[config.mk]
export PLATFORM = sky130hd
export DESIGN_NAME = bootram_bus_ctrl_flat
export DESIGN_NICKNAME = d
export VERILOG_FILES = /design/src/rtl/bootram_bus_ctrl_pkg.sv /design/src/rtl/bootram_bus_ctrl_if.sv /design/src/rtl/bootram_bus_ctrl_lane_mux.sv /design/src/rtl/bootram_bus_ctrl.sv /design/src/flat_wrapper.sv
export SDC_FILE = /design/constraint.sdc
export NUM_CORES = 1
export LEC_CHECK = 0
export CAP_MARGIN = 20
export CORE_MARGIN = 2
export CORE_UTILIZATION = 39
export CTS_CLUSTER_SIZE = 14
export DETAILED_ROUTE_END_ITERATION = 10
export GPL_ROUTABILITY_DRIVEN = 0
export PLACE_DENSITY = 0.79
export SLEW_MARGIN = 15
export SYNTH_ARGS = -nofsm -noshare
export SYNTH_HDL_FRONTEND = slang
export SYNTH_SLANG_ARGS = --single-unit
[constraint.sdc]
create_clock -name clk -period 1.7 [get_ports clk]
set_input_delay 0.34 -clock clk [delete_from_list [all_inputs] [get_ports clk]]
set_output_delay 0.34 -clock clk [all_outputs]
set_load 0.02 [all_outputs]
[src/rtl/bootram_bus_ctrl_pkg.sv]
// bootram_pkg: shared state encoding and sizing for the boot RAM bus controller
package bootram_pkg;
  typedef enum logic [1:0] {IDLE = 2'd0, ACCESS = 2'd1, CAPTURE = 2'd2, RESP = 2'd3} state_t;
  localparam int BOOTRAM_BYTES = 8192;
  localparam int LANES_DEF = 4;
  localparam int AW_DEF = $clog2(BOOTRAM_BYTES / LANES_DEF);
endpackage

[src/rtl/bootram_bus_ctrl_if.sv]
// bootram_bus_ctrl_if: PicoRV32 native memory bus as seen by the boot RAM slave
interface bootram_bus_ctrl_if;
  logic        mem_valid;
  logic        mem_sel;
  logic [31:0] mem_addr;
  logic [31:0] mem_wdata;
  logic [3:0]  mem_wstrb;
  logic        mem_ready;
  logic [31:0] mem_rdata;
  modport master (output mem_valid, mem_sel, mem_addr, mem_wdata, mem_wstrb, input mem_ready, mem_rdata);
  modport slave (input mem_valid, mem_sel, mem_addr, mem_wdata, mem_wstrb, output mem_ready, mem_rdata);
endinterface

[src/rtl/bootram_bus_ctrl_lane_mux.sv]
// bootram_lane_mux: splits bus write data/strobes into byte lanes and reassembles lane read data
module bootram_lane_mux
  import bootram_pkg::*;
#(parameter int LANES = LANES_DEF) (
  input  logic [8*LANES-1:0] wdata,
  input  logic [LANES-1:0]   wstrb,
  input  logic               we,
  input  logic [8*LANES-1:0] ram_dout,
  output logic [8*LANES-1:0] lane_din,
  output logic [LANES-1:0]   lane_wre,
  output logic [8*LANES-1:0] rdata
);
  for (genvar i = 0; i < LANES; i++) begin : g_lane
    assign lane_din[8*i +: 8] = wdata[8*i +: 8];
    assign lane_wre[i]        = wstrb[i] & we;
    assign rdata[8*i +: 8]    = ram_dout[8*i +: 8];
  end
endmodule

[src/rtl/bootram_bus_ctrl.sv]
// bootram_bus_ctrl: PicoRV32 slave driving four byte-lane boot RAM macros with registered pins.
// Define BOOTRAM_WP_EN to add the wp input and wp_err output (write protect).
module bootram_bus_ctrl
  import bootram_pkg::*;
#(parameter int AW = AW_DEF, parameter int LANES = LANES_DEF) (
  input  logic               clk,
  input  logic               reset,
  bootram_bus_ctrl_if.slave  bus,
  output logic [AW-1:0]      ram_ad,
  output logic [8*LANES-1:0] ram_din,
  output logic               ram_ce,
  output logic               ram_oce,
  output logic [LANES-1:0]   ram_wre,
`ifdef BOOTRAM_WP_EN
  input  logic               wp,
  output logic               wp_err,
`endif
  input  logic [8*LANES-1:0] ram_dout
);
  state_t state, state_n;
  logic accept, wr_q, we_en, unused_addr;
  logic [8*LANES-1:0] lane_din, lane_rdata, rdata_q;
  logic [LANES-1:0] lane_wre;
`ifdef BOOTRAM_WP_EN
  logic wp_q;
`endif
  assign ram_oce = 1'b1;
  assign bus.mem_rdata = rdata_q;
  assign unused_addr = ^{bus.mem_addr[31:AW+2], bus.mem_addr[1:0]};
  bootram_lane_mux #(.LANES(LANES)) u_lane_mux (
    .wdata(bus.mem_wdata),
    .wstrb(bus.mem_wstrb),
    .we(we_en),
    .ram_dout(ram_dout),
    .lane_din(lane_din),
    .lane_wre(lane_wre),
    .rdata(lane_rdata)
  );
  always_comb begin
    accept = state == IDLE && bus.mem_valid && bus.mem_sel;
    state_n = state == IDLE ? (accept ? ACCESS : IDLE) :
              state == ACCESS ? (wr_q ? RESP : CAPTURE) :
              state == CAPTURE ? RESP : IDLE;
    bus.mem_ready = state == RESP;
`ifdef BOOTRAM_WP_EN
    we_en = !wp;
    wp_err = state == RESP && wp_q;
`else
    we_en = 1'b1;
`endif
  end
  // RAM pins are loaded on the accepting edge so they are stable for the whole ACCESS cycle
  always_ff @(posedge clk) begin
    if (reset) begin
      state   <= IDLE;
      rdata_q <= '0;
      ram_ce  <= 1'b0;
      ram_wre <= '0;
      ram_ad  <= '0;
      ram_din <= '0;
      wr_q    <= 1'b0;
`ifdef BOOTRAM_WP_EN
      wp_q    <= 1'b0;
`endif
    end else begin
      state   <= state_n;
      ram_ce  <= accept;
      ram_wre <= accept ? lane_wre : '0;
      if (accept) begin
        ram_ad  <= bus.mem_addr[AW+1:2];
        ram_din <= lane_din;
        wr_q    <= |bus.mem_wstrb;
`ifdef BOOTRAM_WP_EN
        wp_q    <= wp && |bus.mem_wstrb;
`endif
      end
      if (state == CAPTURE) rdata_q <= lane_rdata;
    end
  end
endmodule

[src/flat_wrapper.sv]
// flat-port wrapper written by rule: the top's interface ports become plain ports
module bootram_bus_ctrl_flat import bootram_pkg::*;
#(parameter int AW = AW_DEF, parameter int LANES = LANES_DEF)
  (clk, reset, ram_ad, ram_din, ram_ce, ram_oce, ram_wre, ram_dout, bus_mem_valid, bus_mem_sel, bus_mem_addr, bus_mem_wdata, bus_mem_wstrb, bus_mem_ready, bus_mem_rdata);
  bootram_bus_ctrl_if bus_i ();
  input  logic clk;
  input  logic reset;
  output logic [AW-1:0] ram_ad;
  output logic [8*LANES-1:0] ram_din;
  output logic ram_ce;
  output logic ram_oce;
  output logic [LANES-1:0] ram_wre;
  input  logic [8*LANES-1:0] ram_dout;
  input wire logic [$bits(bus_i.mem_valid)-1:0] bus_mem_valid;
  input wire logic [$bits(bus_i.mem_sel)-1:0] bus_mem_sel;
  input wire logic [$bits(bus_i.mem_addr)-1:0] bus_mem_addr;
  input wire logic [$bits(bus_i.mem_wdata)-1:0] bus_mem_wdata;
  input wire logic [$bits(bus_i.mem_wstrb)-1:0] bus_mem_wstrb;
  output wire logic [$bits(bus_i.mem_ready)-1:0] bus_mem_ready;
  output wire logic [$bits(bus_i.mem_rdata)-1:0] bus_mem_rdata;
  assign bus_i.mem_valid = bus_mem_valid;
  assign bus_i.mem_sel = bus_mem_sel;
  assign bus_i.mem_addr = bus_mem_addr;
  assign bus_i.mem_wdata = bus_mem_wdata;
  assign bus_i.mem_wstrb = bus_mem_wstrb;
  assign bus_mem_ready = bus_i.mem_ready;
  assign bus_mem_rdata = bus_i.mem_rdata;
  bootram_bus_ctrl #(.AW(AW), .LANES(LANES)) u_core (.clk(clk), .reset(reset), .bus(bus_i), .ram_ad(ram_ad), .ram_din(ram_din), .ram_ce(ram_ce), .ram_oce(ram_oce), .ram_wre(ram_wre), .ram_dout(ram_dout));
endmodule
After elaboration in Yosys (flattened, before gate mapping)
Cells that the tools add are included.

Bits in registers: 83. Input port bits: 104. Output and inout bits: 82. Logic and storage cells: 21.

Eq/ne operators: 3. Mux-type cells: 5. Bitwise logic cells: 1. Reductions and logical operators: 5.

Operators by type and width (number): $mux 2 (3); $eq 2x2->1 const B (2); $reduce_or 4->1 (1); $eq 2x1->1 const B (1); $logic_and 1x1->1 (2); $logic_not 2->1 (1); $mux 1 (2); $reduce_or 2->1 (1); $not 1->1 (1).

Longest topological paths before layout
Depth in word-level cells: 5. Gate-level depth with buffers: 6. Mapped depth without buffers: 4.

Modules after synthesis
From an unflattened synthesis, not the netlist that was laid out.

Cells, all modules: 390. Area total of the unflattened synthesis: 3971.3 sq um.

By module, submodules not included: bootram_bus_ctrl (times used 1, cells an instance 322, area an instance 3465.8 sq um, sequential area each 1661.6 sq um); bootram_lane_mux (times used 1, cells an instance 68, area an instance 505.5 sq um, sequential area each 0.0 sq um).

Worst setup path after synthesis
Ideal clock, no wire load.

Kind: register to register. Start: register u_core.state[0]. End: register u_core.wr_q. Library setup time: 0.079 ns. Arrival time: 1.194 ns. Required time: 1.621 ns. Slack: 0.427 ns. Stages on the path, launching flop included: 7. Path buffers: 2. Period minus slack after synthesis: 1.273 ns. Cells stage by stage: dfxtp_1 inv_1 ha_1 and3_4 buf_12 buf_12 a211oi_2.

Longest elaborated chain between the ends: 3.

RTL lines: start, declared (line bootram_bus_ctrl.sv:20) `state_t state, state_n;`; start signal, assigned (line bootram_bus_ctrl.sv:66) `state <= state_n;`; $logic_not 2->1 (line bootram_bus_ctrl.sv:40) `accept = state == IDLE && bus.mem_valid && bus.mem_sel;`; $logic_and 1x1->1 (2 in series) (line bootram_bus_ctrl.sv:40); end signal, assigned (line bootram_bus_ctrl.sv:72) `wr_q <= |bus.mem_wstrb;`; end, declared (line bootram_bus_ctrl.sv:21) `logic accept, wr_q, we_en, unused_addr;`.

No other way between the ends. A chain may end at the register's enable or synchronous reset.

Worst setup path in the final report
Start: register u_core.ram_din[1]. End: output port ram_din[1].

RTL lines: start, declared (line bootram_bus_ctrl.sv:10) `output logic [8*LANES-1:0] ram_din,`; start signal, assigned (line bootram_bus_ctrl.sv:71) `ram_din <= lane_din;`; end, declared (line flat_wrapper.sv:9) `output logic [8*LANES-1:0] ram_din;`.

No word-level cell between the ends.

==> results.md <==
Setup path:
- The startpoint type of the worst setup path is a flop.
- The largest single stage delay on the critical path is 0.63 ns.
- Broken down by cell family, the worst path's largest delay share belongs to buffers and inverters.
- The endpoint of the worst-slack reg-to-reg timing path is u_core.ram_ad[0].
- The biggest fanout along the worst timing path is 2.
- The slowest cell on the critical path is sky130_fd_sc_hd__clkdlybuf4s50_1.
- The number of buffers and inverters on the critical path is 1.
- For the worst setup path, the data required time is 1.36 ns.
- The worst register-to-register path begins at u_core.state[0].
- For flop-to-flop paths, the worst setup slack is 0.31 ns.
- The setup path with the least slack is of type flop to primary output.
- Walking the worst path, the cells encountered are clkdlybuf4s50_1.
- The cell depth of the worst flop-to-flop path is 5.
- At the worst endpoint, the arrival time is 1.30 ns.
- The worst setup path is captured at a primary output.

Pwr:
- Power spread over the standard cell area amounts to 765 mW/mm^2.
- The peak supply drop is 0.400 mV.
- Of the total power, registers draw 0.494.
- The proportion of power drawn by combinational gates is 0.151.
- Of the total power, the clock network draws 0.356.
- The switching component of the power is 0.980 mW.
- The cell-internal power is 3.14 mW.
- The static leakage is 2.20 nW.
- The switching share of power is 0.238.

Placed design:
- During placement, the flow inserted port buffers numbering 163.
- The detailed placement HPWL is 5.92 mm.

Clock network:
- CTS saw 83 sinks.
- TritonCTS built the clock tree.
- Clock-pin slew was measured on the worst setup and hold paths at 0.08 ns.
- The clock tree root driver cell is sky130_fd_sc_hd__clkbuf_8.
- The quantity of hold-fixing buffers added after cts is 0.
- The clock latency of the later-clocked register in the worst-skew pair is 0.34 ns.
- The number of buffers inserted during clock tree synthesis is 9.
- The buffer depth of the longest clock path is 2.
- In this run the post-CTS setup repair buffer count came out at 0.
- In this run the number of H-tree levels came out at 3.

Timing:
- The number of hold violations in the final report is 0.
- Based on the critical path, the design can be clocked at up to 609 MHz.
- The worst path needs 1.64 ns of the cycle, external delays included.
- The post-route setup TNS is 0 ns.
- The final cycle utilization of the critical path is 0.967.
- Setup repair after global routing left no endpoint under its margin.
- The number of failing setup endpoints in the final timing report is 0.
- The count of pins over their slew limit is 0.
- The largest clock skew in the final design is 0.00835 ns.
- On the final layout, the worst hold slack is 0.474 ns.

Floorplan:
- The standard-cell row count is 34.
- The number of ports placed on the die boundary is 186.
- The vertical die dimension is 98.3 um.
- The die width is 98.3 um.
- The die covers 0.00965 mm^2.
- For this configuration, the core starts out at a cell density of 0.399.
- The area of the core region is 0.00868 mm^2.

Synthesis:
- The number of nets in the synthesized netlist is 430.
- By count the netlist is led by 86 x sky130_fd_sc_hd__nand2b_1, 83 x sky130_fd_sc_hd__dfxtp_1, 76 x sky130_fd_sc_hd__mux2i_1.
- Of all cell types, the one taking the most synthesized area is sky130_fd_sc_hd__dfxtp_1.
- The synthesized instance count is 322.
- Yosys mapped a number of flops with a built-in enable equal to 0.
- In the synthesized netlist the dominant register cell turns out to be sky130_fd_sc_hd__dfxtp_1.
- The share of synthesized area in the top cell type comes to 0.480.
- The share of the Yosys chip area taken by registers is 0.480.
- For this run, the number of Yosys warnings is 0.
- Yosys attributes the largest share of cell area to sky130_fd_sc_hd__dfxtp_1 48%, sky130_fd_sc_hd__mux2i_1 22%, sky130_fd_sc_hd__nand2b_1 16%.
- The per-instance average area after synthesis is 10.8 um^2.
- The synthesized netlist occupies a cell area of 0.00346 mm^2.
- sky130_fd_sc_hd__nand2b_1 is the most common cell in the netlist.
- The number of library cell types mapped by synthesis is 20.
- The share of flip-flops with an asynchronous set or reset is 0.
- Counting flops and latches in the post-synthesis netlist gives 83.

Finish:
- The number of antenna diodes is 0.
- At the end of the flow, the number of nets in the layout was 588.
- From synthesis to final layout, the design area changed by 55.7%.
- The fraction of final layout cells with drive strength greater than 1 is 0.0619.
- Fill cells in the final layout number 726.

Job:
- The count of maximum capacitance violations is 0.

GRT:
- The initial antenna violation count is 0.
- Across every metal layer, demand over resource in global routing totals 0.164.
- For this run the aggregate overflow at the end of global routing stands at 0.
- The largest net degree at the start of global routing is 48.
- The first global-routing pass estimated 12.9 mm of wire.
- The number of global-route vias before repair is 2,837.

Drt:
- The routed design has 8.02 mm of wire.
- The detailed router finished its first iteration with 48 violations.
- The number of routed nets with antenna violations is 0.
- Detailed routing inserted a total of 2,740 vias.
- The count of unresolved DRC violations after routing is 0.
- After detailed routing, the average wire length per cell comes to 13.5 um.
- The number of iterations in the first detailed-routing pass is 4.
- The via count normalized by instance count is 4.62.

Min path:
- The worst hold path begins at u_core.ram_din[21].
- The min-delay analysis places its worst path in the category flop to flop.
- The path with the worst hold slack has its endpoint at u_core.ram_din[21].
- Counting instances, the worst hold path has a depth of 2.

Status:
- The flow ran to the end, and the final reports show no timing, DRC or antenna violations.
[how the worst max path moves through the flow]
stage                             from                 to  slack (ns)  depth (start not counted)
detailed placement         bus_mem_sel   u_core.ram_ad[0]        0.08                          4
global placement           bus_mem_sel  u_core.ram_din[9]        0.12                          4
global route        u_core.ram_din[31]        ram_din[31]      0.0005                          1
floorplan              u_core.state[0]        u_core.wr_q        0.43                          6
finish               u_core.ram_din[1]         ram_din[1]        0.06                          1
CTS                 u_core.ram_din[17]        ram_din[17]       0.009                          1
[timing repair]
item / in CTS / in global routing
endpoints found under the setup margin: 1 / 16
resized for setup: 1 / 16
hold endpoints to repair: 0 / 0
cloned: 0 / 0
[worst min-delay path, stage by stage, from the launching register on]
cell and delay [ns]:
sky130_fd_sc_hd__dfxtp_1 0.31, sky130_fd_sc_hd__nand2b_1 0.06, sky130_fd_sc_hd__mux2i_1 0.05
[metal layers]
layer  vias up  share of wire  track usage
met3        16           0.10       0.0723
met5         -              0            0
li1       1353              -            -
met1      1253           0.41        0.185
met2       118           0.47        0.278
met4         0          0.018       0.0569
[sequential cells by signal, summed over array words and instances, names as in the netlist]
register,cells
u_core.state,2
u_core.ram_ce,1
u_core.ram_ad,11
u_core.ram_wre,4
u_core.ram_din,32
u_core.bus.mem_rdata,32
u_core.wr_q,1
[area by class of cell]
| type | count | area [um^2] | area share |
|---|---|---|---|
| multi-input combinational | 212 | 1570 | 0.292 |
| sequential | 83 | 1660 | 0.308 |
| clock inverter | 5 | 61.3 | 0.0114 |
| inverter | 3 | 11.3 | 0.00209 |
| clock buffer | 11 | 151 | 0.0281 |
| timing repair buffer | 171 | 1800 | 0.334 |
| tap | 108 | 135 | 0.0251 |
[cells by family after synthesis]
kind of cell               count (synthesis)  synth area share
muxes                                     76             0.220
and+or+nand+nor                          128             0.209
AOI/OAI and AO/OA                          3           0.00903
other                                      1           0.00108
DFF                                       83             0.480
buffers and inverters                     27            0.0672
adders and majority gates                  4            0.0144
[power by group through the flow]
stage	logic (mW)	registers, mW	clock network [mW]
6_report	0.621	2.04	1.47
3_5_place_dp	0.628	2.08	0
2_1_floorplan	0.230	2.15	0
4_1_cts	0.632	2.04	1.52
5_1_grt	0.665	2.04	1.60
3_3_place_gp	0.619	2.08	0
[cells in the final DEF, fill, tap and decap left out, drive strengths merged, types with 3 or more instances in the layout]
cell type	Yosys	layout
nand2b	86	86
dlymetal6s2s	0	16
mux2i	76	76
nor3b	4	4
nor2	34	34
clkbuf	7	11
clkdlybuf4s50	0	145
inv	3	3
buf	17	9
clkinvlp	0	3
ha	4	4
dfxtp	83	83
[metrics by stage]
step	utilization	instances	area, um^2	power (mW)	setup WS, ns
after floorplan	-	322	3460	2.38	0.427
after global placement	0.593	577	5140	2.70	0.122
after detailed placement	0.593	577	5140	2.71	0.0817
after CTS	0.617	593	5350	4.19	0.00895
after global routing	0.622	593	5390	4.31	0.000535
final	0.622	593	5390	4.13	0.0567
Power figures use the tool's default switching activity.
